### src/rtl/seg7_pkg.sv
// Shared constants and helpers for the 7-segment scan driver.
// Patterns here are active-high (g..a in bits 6..0); polarity is applied at the decoder.
package seg7_pkg;

   localparam int unsigned SEG_W = 8;

   localparam logic [6:0] SEG_HEX [16] = '{
      7'h3F, 7'h06, 7'h5B, 7'h4F, 7'h66, 7'h6D, 7'h7D, 7'h07,
      7'h7F, 7'h6F, 7'h77, 7'h7C, 7'h39, 7'h5E, 7'h79, 7'h71
   };

   // All segments and the decimal point dark, active-high sense.
   localparam logic [SEG_W-1:0] SEG_OFF = 8'h00;

   function automatic logic [6:0] hex_to_seg(input logic [3:0] nibble);
      return SEG_HEX[nibble];
   endfunction

endpackage

### src/rtl/seg7_hex_decode.sv
// Combinational nibble + decimal point to segment byte, with board polarity applied.
// A blanked digit produces the all-off pattern so a dark slot never ghosts.
module seg7_hex_decode
   import seg7_pkg::*;
#(
   parameter bit ACTIVE_LOW = 1'b1
) (
   input  logic [3:0]       nibble_i,
   input  logic             dp_i,
   input  logic             blank_i,
   output logic [SEG_W-1:0] seg_o
);

   logic [SEG_W-1:0] pattern;

   always_comb begin
      pattern = blank_i ? SEG_OFF : {dp_i, hex_to_seg(nibble_i)};
      seg_o   = pattern ^ {SEG_W{ACTIVE_LOW}};
   end

endmodule

### src/rtl/seg7_scan_driver.sv
// Time-multiplexed hex display driver: prescaler, digit scan, per-frame input shadowing,
// leading-zero blanking and PWM brightness, with registered anode/segment outputs.
module seg7_scan_driver
   import seg7_pkg::*;
#(
   parameter int unsigned NUM_DIGITS  = 4,
   parameter int unsigned REFRESH_DIV = 4096,
   parameter int unsigned BRIGHT_W    = 3,
   parameter bit          ACTIVE_LOW  = 1'b1
) (
   input  logic                    clk,
   input  logic                    rst_n,
   input  logic [4*NUM_DIGITS-1:0] data,
   input  logic [NUM_DIGITS-1:0]   dp,
   input  logic [NUM_DIGITS-1:0]   digit_en,
   input  logic                    blank_lz,
   input  logic [BRIGHT_W-1:0]     bright,
   output logic [NUM_DIGITS-1:0]   an,
   output logic [SEG_W-1:0]        seg,
   output logic                    frame_tick
);

   localparam int unsigned PW = $clog2(REFRESH_DIV);
   localparam int unsigned IW = (NUM_DIGITS > 1) ? $clog2(NUM_DIGITS) : 1;

   localparam logic [PW-1:0]         PRE_LAST = PW'(REFRESH_DIV - 1);
   localparam logic [IW-1:0]         IDX_LAST = IW'(NUM_DIGITS - 1);
   localparam logic [NUM_DIGITS-1:0] AN_OFF   = {NUM_DIGITS{ACTIVE_LOW}};
   localparam logic [SEG_W-1:0]      SEG_DARK = {SEG_W{ACTIVE_LOW}};

   if ((NUM_DIGITS < 1) || (NUM_DIGITS > 8)) begin : g_chk_digits
      $error("seg7_scan_driver: NUM_DIGITS must be in 1..8");
   end
   if ((REFRESH_DIV & (REFRESH_DIV - 1)) != 0) begin : g_chk_pow2
      $error("seg7_scan_driver: REFRESH_DIV must be a power of two");
   end
   if (REFRESH_DIV < (2 ** BRIGHT_W)) begin : g_chk_bright
      $error("seg7_scan_driver: REFRESH_DIV must be >= 2**BRIGHT_W");
   end

   logic [PW-1:0]           prescaler_q, prescaler_d;
   logic [IW-1:0]           idx_q, idx_d;
   logic                    load_pend_q, load_pend_d;
   logic [4*NUM_DIGITS-1:0] sh_data_q, sh_data_d;
   logic [NUM_DIGITS-1:0]   sh_dp_q, sh_dp_d;
   logic [NUM_DIGITS-1:0]   sh_en_q, sh_en_d;
   logic                    sh_lz_q, sh_lz_d;
   logic [NUM_DIGITS-1:0]   an_q, an_d;
   logic [SEG_W-1:0]        seg_q, seg_d;
   logic                    frame_tick_q, frame_tick_d;

   logic                    tc;
   logic                    frame_load;
   logic                    upper_zero;
   logic [NUM_DIGITS-1:0]   lz_mask;
   logic [3:0]              cur_nib;
   logic                    cur_dp;
   logic                    cur_en;
   logic                    cur_blank;
   logic                    duty_on;
   logic                    digit_on;
   logic [NUM_DIGITS-1:0]   onehot;

   // Scan timing and frame shadow loading.
   always_comb begin
      tc          = (prescaler_q == PRE_LAST);
      frame_load  = load_pend_q | (tc & (idx_q == IDX_LAST));
      prescaler_d = tc ? '0 : prescaler_q + PW'(1);
      idx_d       = idx_q;
      if (tc) begin
         idx_d = (idx_q == IDX_LAST) ? '0 : idx_q + IW'(1);
      end
      load_pend_d  = 1'b0;
      sh_data_d    = sh_data_q;
      sh_dp_d      = sh_dp_q;
      sh_en_d      = sh_en_q;
      sh_lz_d      = sh_lz_q;
      if (frame_load) begin
         sh_data_d = data;
         sh_dp_d   = dp;
         sh_en_d   = digit_en;
         sh_lz_d   = blank_lz;
      end
      frame_tick_d = frame_load;
   end

   // Walk from the most significant digit down; a digit is a leading zero while every
   // nibble at or above it is zero. Digit 0 always shows.
   always_comb begin
      upper_zero = 1'b1;
      lz_mask    = '0;
      for (int k = NUM_DIGITS - 1; k >= 0; k--) begin
         upper_zero = upper_zero & (sh_data_q[4*k +: 4] == 4'h0);
         if (k != 0) begin
            lz_mask[k] = sh_lz_q & upper_zero;
         end
      end
   end

   always_comb begin
      cur_nib   = 4'h0;
      cur_dp    = 1'b0;
      cur_en    = 1'b0;
      cur_blank = 1'b0;
      for (int k = 0; k < NUM_DIGITS; k++) begin
         if (idx_q == IW'(k)) begin
            cur_nib   = sh_data_q[4*k +: 4];
            cur_dp    = sh_dp_q[k];
            cur_en    = sh_en_q[k];
            cur_blank = lz_mask[k];
         end
      end
   end

   // PWM: compare the top prescaler bits against the live brightness code.
   always_comb begin
      duty_on  = (prescaler_q[PW-1 -: BRIGHT_W] <= bright);
      digit_on = cur_en & ~cur_blank & duty_on;
      onehot   = NUM_DIGITS'(1) << idx_q;
      an_d     = digit_on ? (onehot ^ AN_OFF) : AN_OFF;
   end

   seg7_hex_decode #(
      .ACTIVE_LOW (ACTIVE_LOW)
   ) u_decode (
      .nibble_i (cur_nib),
      .dp_i     (cur_dp),
      .blank_i  (~digit_on),
      .seg_o    (seg_d)
   );

   always_ff @(posedge clk or negedge rst_n) begin
      if (!rst_n) begin
         prescaler_q  <= '0;
         idx_q        <= '0;
         load_pend_q  <= 1'b1;
         sh_data_q    <= '0;
         sh_dp_q      <= '0;
         sh_en_q      <= '0;
         sh_lz_q      <= 1'b0;
         an_q         <= AN_OFF;
         seg_q        <= SEG_DARK;
         frame_tick_q <= 1'b0;
      end else begin
         prescaler_q  <= prescaler_d;
         idx_q        <= idx_d;
         load_pend_q  <= load_pend_d;
         sh_data_q    <= sh_data_d;
         sh_dp_q      <= sh_dp_d;
         sh_en_q      <= sh_en_d;
         sh_lz_q      <= sh_lz_d;
         an_q         <= an_d;
         seg_q        <= seg_d;
         frame_tick_q <= frame_tick_d;
      end
   end

   assign an         = an_q;
   assign seg        = seg_q;
   assign frame_tick = frame_tick_q;

endmodule
### config.mk
export PLATFORM = sky130hd
export DESIGN_NAME = seg7_scan_driver
export DESIGN_NICKNAME = d
export VERILOG_FILES = /design/src/rtl/seg7_pkg.sv /design/src/rtl/seg7_hex_decode.sv /design/src/rtl/seg7_scan_driver.sv
export SDC_FILE = /design/constraint.sdc
export NUM_CORES = 1
export LEC_CHECK = 0
export CAP_MARGIN = 20
export CELL_PAD_IN_SITES_DETAIL_PLACEMENT = 0
export CELL_PAD_IN_SITES_GLOBAL_PLACEMENT = 1
export CORE_MARGIN = 1.5
export CORE_UTILIZATION = 28
export CTS_CLUSTER_SIZE = 16
export DETAILED_ROUTE_END_ITERATION = 16
export PLACE_DENSITY_LB_ADDON = 0.1
export SYNTH_ARGS = -nofsm -noshare
export SYNTH_HDL_FRONTEND = slang
export SYNTH_SLANG_ARGS = --single-unit
### constraint.sdc
create_clock -name clk -period 5.68 [get_ports clk]
set_clock_uncertainty 0.1 [all_clocks]
set_input_delay 1.42 -clock clk [delete_from_list [all_inputs] [get_ports clk]]
set_output_delay 1.42 -clock clk [all_outputs]
set_load 0.02 [all_outputs]
== After elaboration in Yosys (flattened, before gate mapping) ==
Memory sizes are Yosys's and may differ from the RTL's.
Index checks and enable logic that the tools add are counted.

* Output and inout bits: 13
* Register bits: 53
* Logic and storage cells: 58
* Input bits: 30
* Memories: 1
* Bits in read-only memories: 112

{| class="wikitable"
|+ Memories
! name !! words !! bits a word !! rd ports !! clocked after Yosys merged registers in !! wr ports !! RTL line !! RTL
|-
| (no name shown) || 16 || 7 || 1 || 0 || 0 || seg7_pkg.sv:16 || <nowiki>return SEG_HEX[nibble];</nowiki>
|}

* Magnitude comparators: 2
* Shifts and indexed selects: 1
* Eq/ne operators: 4
* Reduce and logical (&&, ||, !) cells: 4
* Mux-type cells: 21
* Bitwise operators: 13
* $add $sub $neg: 2

{| class="wikitable"
|+ Operators by type and width
! operator !! number
|-
| 4-bit 2-to-1 mux || 5
|-
| 7-bit 2-to-1 mux || 2
|-
| 12-bit by 1-bit adder with 12-bit output, second input constant || 1
|-
| 12-bit equality test, second input constant || 1
|-
| 4-bit logical NOT || 3
|-
| 12-bit 2-to-1 mux || 1
|-
| 1-bit 2-to-1 mux || 11
|-
| 1-bit bitwise AND || 8
|-
| 8-bit 2-to-1 mux || 1
|-
| 8-bit NOT || 1
|-
| 5-bit greater-or-equal comparator, second input constant || 1
|-
| 4-bit NOT with 5-bit output || 1
|-
| 2-bit equality test, second input constant || 2
|-
| 4-bit NOT || 1
|-
| 1-bit by 2-bit left shift with 4-bit output, first input constant || 1
|-
| 3-bit <= comparator || 1
|-
| 2-bit by 1-bit adder with 2-bit output, second input constant || 1
|-
| 2-bit by 1-bit equality test with 1-bit output, second input constant || 1
|-
| 2-bit logical NOT || 1
|-
| 2-bit 2-to-1 mux || 1
|-
| 1-bit NOT || 1
|-
| 1-bit bitwise OR || 1
|}

== Logic depth before layout (Yosys ltp) ==
* Depth after elaboration: 12
* Depth in mapped cells: 11
* Gate-level depth less buffers: 10

== Hierarchy ==
Synthesis repeated with hierarchy kept, for this count alone.

* Cell total of the unflattened synthesis: 222
* Area total of the unflattened synthesis: 2707.6 sq um

{| class="wikitable"
|+ By module, submodules not included
! module !! area each (sq um) !! times used !! seq. area each (sq um) !! cells an instance
|-
| seg7_scan_driver || 2428.6 || 1 || 1342.5 || 186
|-
| seg7_hex_decode || 279.0 || 1 || 0.0 || 36
|}

== Least setup slack after synthesis ==
OpenSTA, ideal clock, no wires.

* Path kind: input-to-reg
* Start point: input port bright[1]
* End point: register seg_q[2], in the netlist seg[2]
* Setup time: 0.094 ns
* Cell stages on the path: 8
* Arrival: 2.543 ns
* Data required time: 5.486 ns
* Setup slack: 2.942 ns
* Path buffers: 1
* Cells stage by stage: inv_1 ha_1 nor2b_1 o21ai_0 a32oi_1 nor3_1 buf_2 o221ai_1

* Word-level cells in the longest chain between the ends: 4

{| class="wikitable"
|+ RTL lines
! what !! RTL line !! RTL
|-
| start, declared || seg7_scan_driver.sv:17 || <nowiki>input logic [BRIGHT_W-1:0] bright,</nowiki>
|-
| 3-bit <= comparator || seg7_scan_driver.sv:117 || <nowiki>duty_on = (prescaler_q[PW-1 -: BRIGHT_W] <= bright);</nowiki>
|-
| 1-bit bitwise AND || seg7_scan_driver.sv:118 || <nowiki>digit_on = cur_en & ~cur_blank & duty_on;</nowiki>
|-
| 8-bit 2-to-1 mux || seg7_hex_decode.sv:17 || <nowiki>pattern = blank_i ? SEG_OFF : {dp_i, hex_to_seg(nibble_i)};</nowiki>
|-
| 8-bit NOT (no line) || -- ||
|-
| net seg_d[2] || seg7_scan_driver.sv:49 || <nowiki>logic [SEG_W-1:0] seg_q, seg_d;</nowiki>
|-
| end signal, assigned || seg7_scan_driver.sv:153 || <nowiki>seg_q <= seg_d;</nowiki>
|-
| end, declared || seg7_scan_driver.sv:49 ||
|}

The timed path passes the listed nets, and every way through them passes these cells.
A chain may end at the register's enable or synchronous reset.

== Final worst setup path ==
* Start point: register seg_q[7], in the netlist seg[7]
* End point: output port seg[7]

{| class="wikitable"
|+ RTL lines
! what !! RTL line !! RTL
|-
| end, declared || seg7_scan_driver.sv:19 || <nowiki>output logic [SEG_W-1:0] seg,</nowiki>
|}

No word-level cell between the ends.

==> flow_summary.toml <==
[worst_setup_path]
cp_slowest_cell = "clkdlybuf4s50_1"
cp_max_fo = 1
start_kind = "register"
cp_cell_sequence = "clkdlybuf4s50_1"
max_stage_delay_ps = 590
cp_data_arrival_time_ps = 1440
path_class = "register to output pin"
crit_required_ps = 4160
cp_num_buf_inv = 1
crit_family = "buffers and inverters"
end_kind = "output pin"

[pwr]
powerDensity_mw_per_mm2 = 238
finalPower_mw = 0.796
leakagePower_nw = 1.40
vdd_ir_drop_max_mv = 0.0873

[drt]
drtAntennaViolNets = 0
via_count = 1803
drt_drc_violations_left = 0
wl_per_cell_um = 13.9
drt_iter0_drc = 48
firstDrtPassIters = 4
wirelength_um = 5620
via_per_inst = 4.45

[clock_tree]
cts.path.max_buffers = 2
post-cts-setup-buffers = 0
cts-root-buf = "clkbuf_8"
cts_num_sinks = 53
cts_max_level = 2
hold_buffers = 0
cts_resized = 0
clk_pin_slew_ps = 100
insertion_delay_ps = 310
cts_buffers = 5
cts_tree = "done"

[placement]
pre_cts_ws_ps = 2370
hpwl_um = 4010
place_congestion = 0.735
place_inst = 397
placedInstanceArea_sq_mm = 0.00325
io_buffers = 42

[global_route]
grt_max_degree = 54
antenna_found_initial = 0
grt.total_usage_pct = 12.0
grt_pass1_wl_um = 9310
grt_use_met3_pct = 2.77
grt-ovfl-total = 0
grt_pass1_vias = 1785
grt-busiest-layer = "met2"
grt_use_met2_pct = 18.1
met1_usage_pct = 16.8

[yosys]
syn_inst = 231
ys_types = 47
yosys_warnings = 0
synth.cell_area_sq_mm = 0.00269
synthArstFlopShare_pct = 100
avgSynthCellArea_sq_um = 11.6
ys_seq_elements = 53
synth-seq-area-share_pct = 50.0
synthFlopType = "dfrtp_1"
synth-edff-count = 0
syn_nets = 275

[finish]
final_cell_mix = "clkdlybuf4s50_1, dfrtp_1, nand2_1, mux2_4, nand3_1"
area_delta_synth_final_pct = 24.4
diodes = 0
drive_gt1_share_pct = 19.9
stdcell_count = 405
final_nets = 319
design_area_sq_mm = 0.00334
layout_commonest_cell = "clkdlybuf4s50_1"

[floorplanning]
die_h_um = 101
initial_core_util_pct = 28.9
boundaryPins = 43
core-area_sq_mm = 0.00928
die_w_um = 101
rows = 35
die_area_sq_mm = 0.0102

[timing]
max_clock_freq_mhz = 338
final-max-slew-violation-count = 0
tightest_slew_ps = 681
setup_violations = 0
rsz0062_at_grt = "false"
fin_ws_ps = 2720
slew_headroom_pct = 54.6
fin_setup_tns_ps = 0
fin_crit_ps = 2960
hold_violations = 0
fin_crit_sh_pct = 52.1

[run_status]
status = "completed"

[flow_run]
maxCapViolations = 0

[worst_hold_path]
hp-class = "register to register"
[worst paths after layout]
kind | start | end | slack [ps] | cells past startpoint
setup / recovery | seg[7] | seg[7] | 2720 | 1
hold / removal | sh_en_q[3] | an[3] | 370 | 1
setup reg to reg | idx_q[0] | seg[3] | 3020 | 10
hold reg to reg | sh_en_q[3] | an[3] | 370 | 1
max in group asynchronous | rst_n | sh_data_q[7] | 3890 | 2
min in group asynchronous | rst_n | sh_data_q[4] | 1120 | 2
[cell usage after synthesis, drive strengths merged, types with 3 or more instances]
library cell | n | area (sq um)
a21oi | 6 | 41.3
buf | 8 | 58.8
dfrtp | 40 | 1000
dfstp | 13 | 342
ha | 14 | 175
inv | 12 | 45.0
mux2 | 25 | 353
nand2 | 21 | 78.8
nand3 | 16 | 85.1
nand3b | 4 | 30.0
nor2 | 15 | 68.8
nor3 | 3 | 15.0
o211ai | 5 | 37.5
o21ai | 9 | 45.0
xnor2 | 6 | 52.6
xor2 | 3 | 26.3
[through the flow]
step                      hold slack [ps]  utilization, %
after detailed placement              368            35.0
final                                 370            36.0
after floorplan                       322               -
after CTS                             382            36.0
after global placement                367            34.7
after global routing                  413            36.0
[per-layer routing]
metal / vias to the layer above / routed length [um]
met1: 877 / 2800
met5: - / 0
met2: 31 / 2540
met4: 0 / 65
li1: 891 / -
met3: 4 / 216
[state kept, by name, indices dropped and copies added, names as in the netlist, 2 cells and up]
name,count
sh_data_q,16
prescaler_q,12
seg,8
an,4
sh_dp_q,4
sh_en_q,4
idx_q,2
[power breakdown]
group	total (mW)	internal, mW	switching (mW)
clock	0.226	0.0994	0.127
combinational	0.142	0.0777	0.0643
sequential	0.428	0.411	0.0164
total	0.796	0.588	0.208
[cell families after synthesis]
kind of cell / after synthesis / share of synthesized area [%]
fa+ha+maj: 14 / 6.52
xor+xnor: 9 / 2.94
simple gates: 73 / 14.1
other cells: 1 / 0.140
compound gates: 35 / 8.95
buf+inv: 20 / 3.87
flops: 53 / 50.0
mux: 26 / 13.5
[final cells by class]
type	instances	area [sq um]
well taps	129	161
clock inverters	1	7.51
inverters	12	45.0
flip-flops and latches	53	1340
clock buffers	7	86.3
repair buffers	45	458
fillers	974	5940
multi-input cells	158	1240
Note: power is estimated with default switching activity, not from simulation.
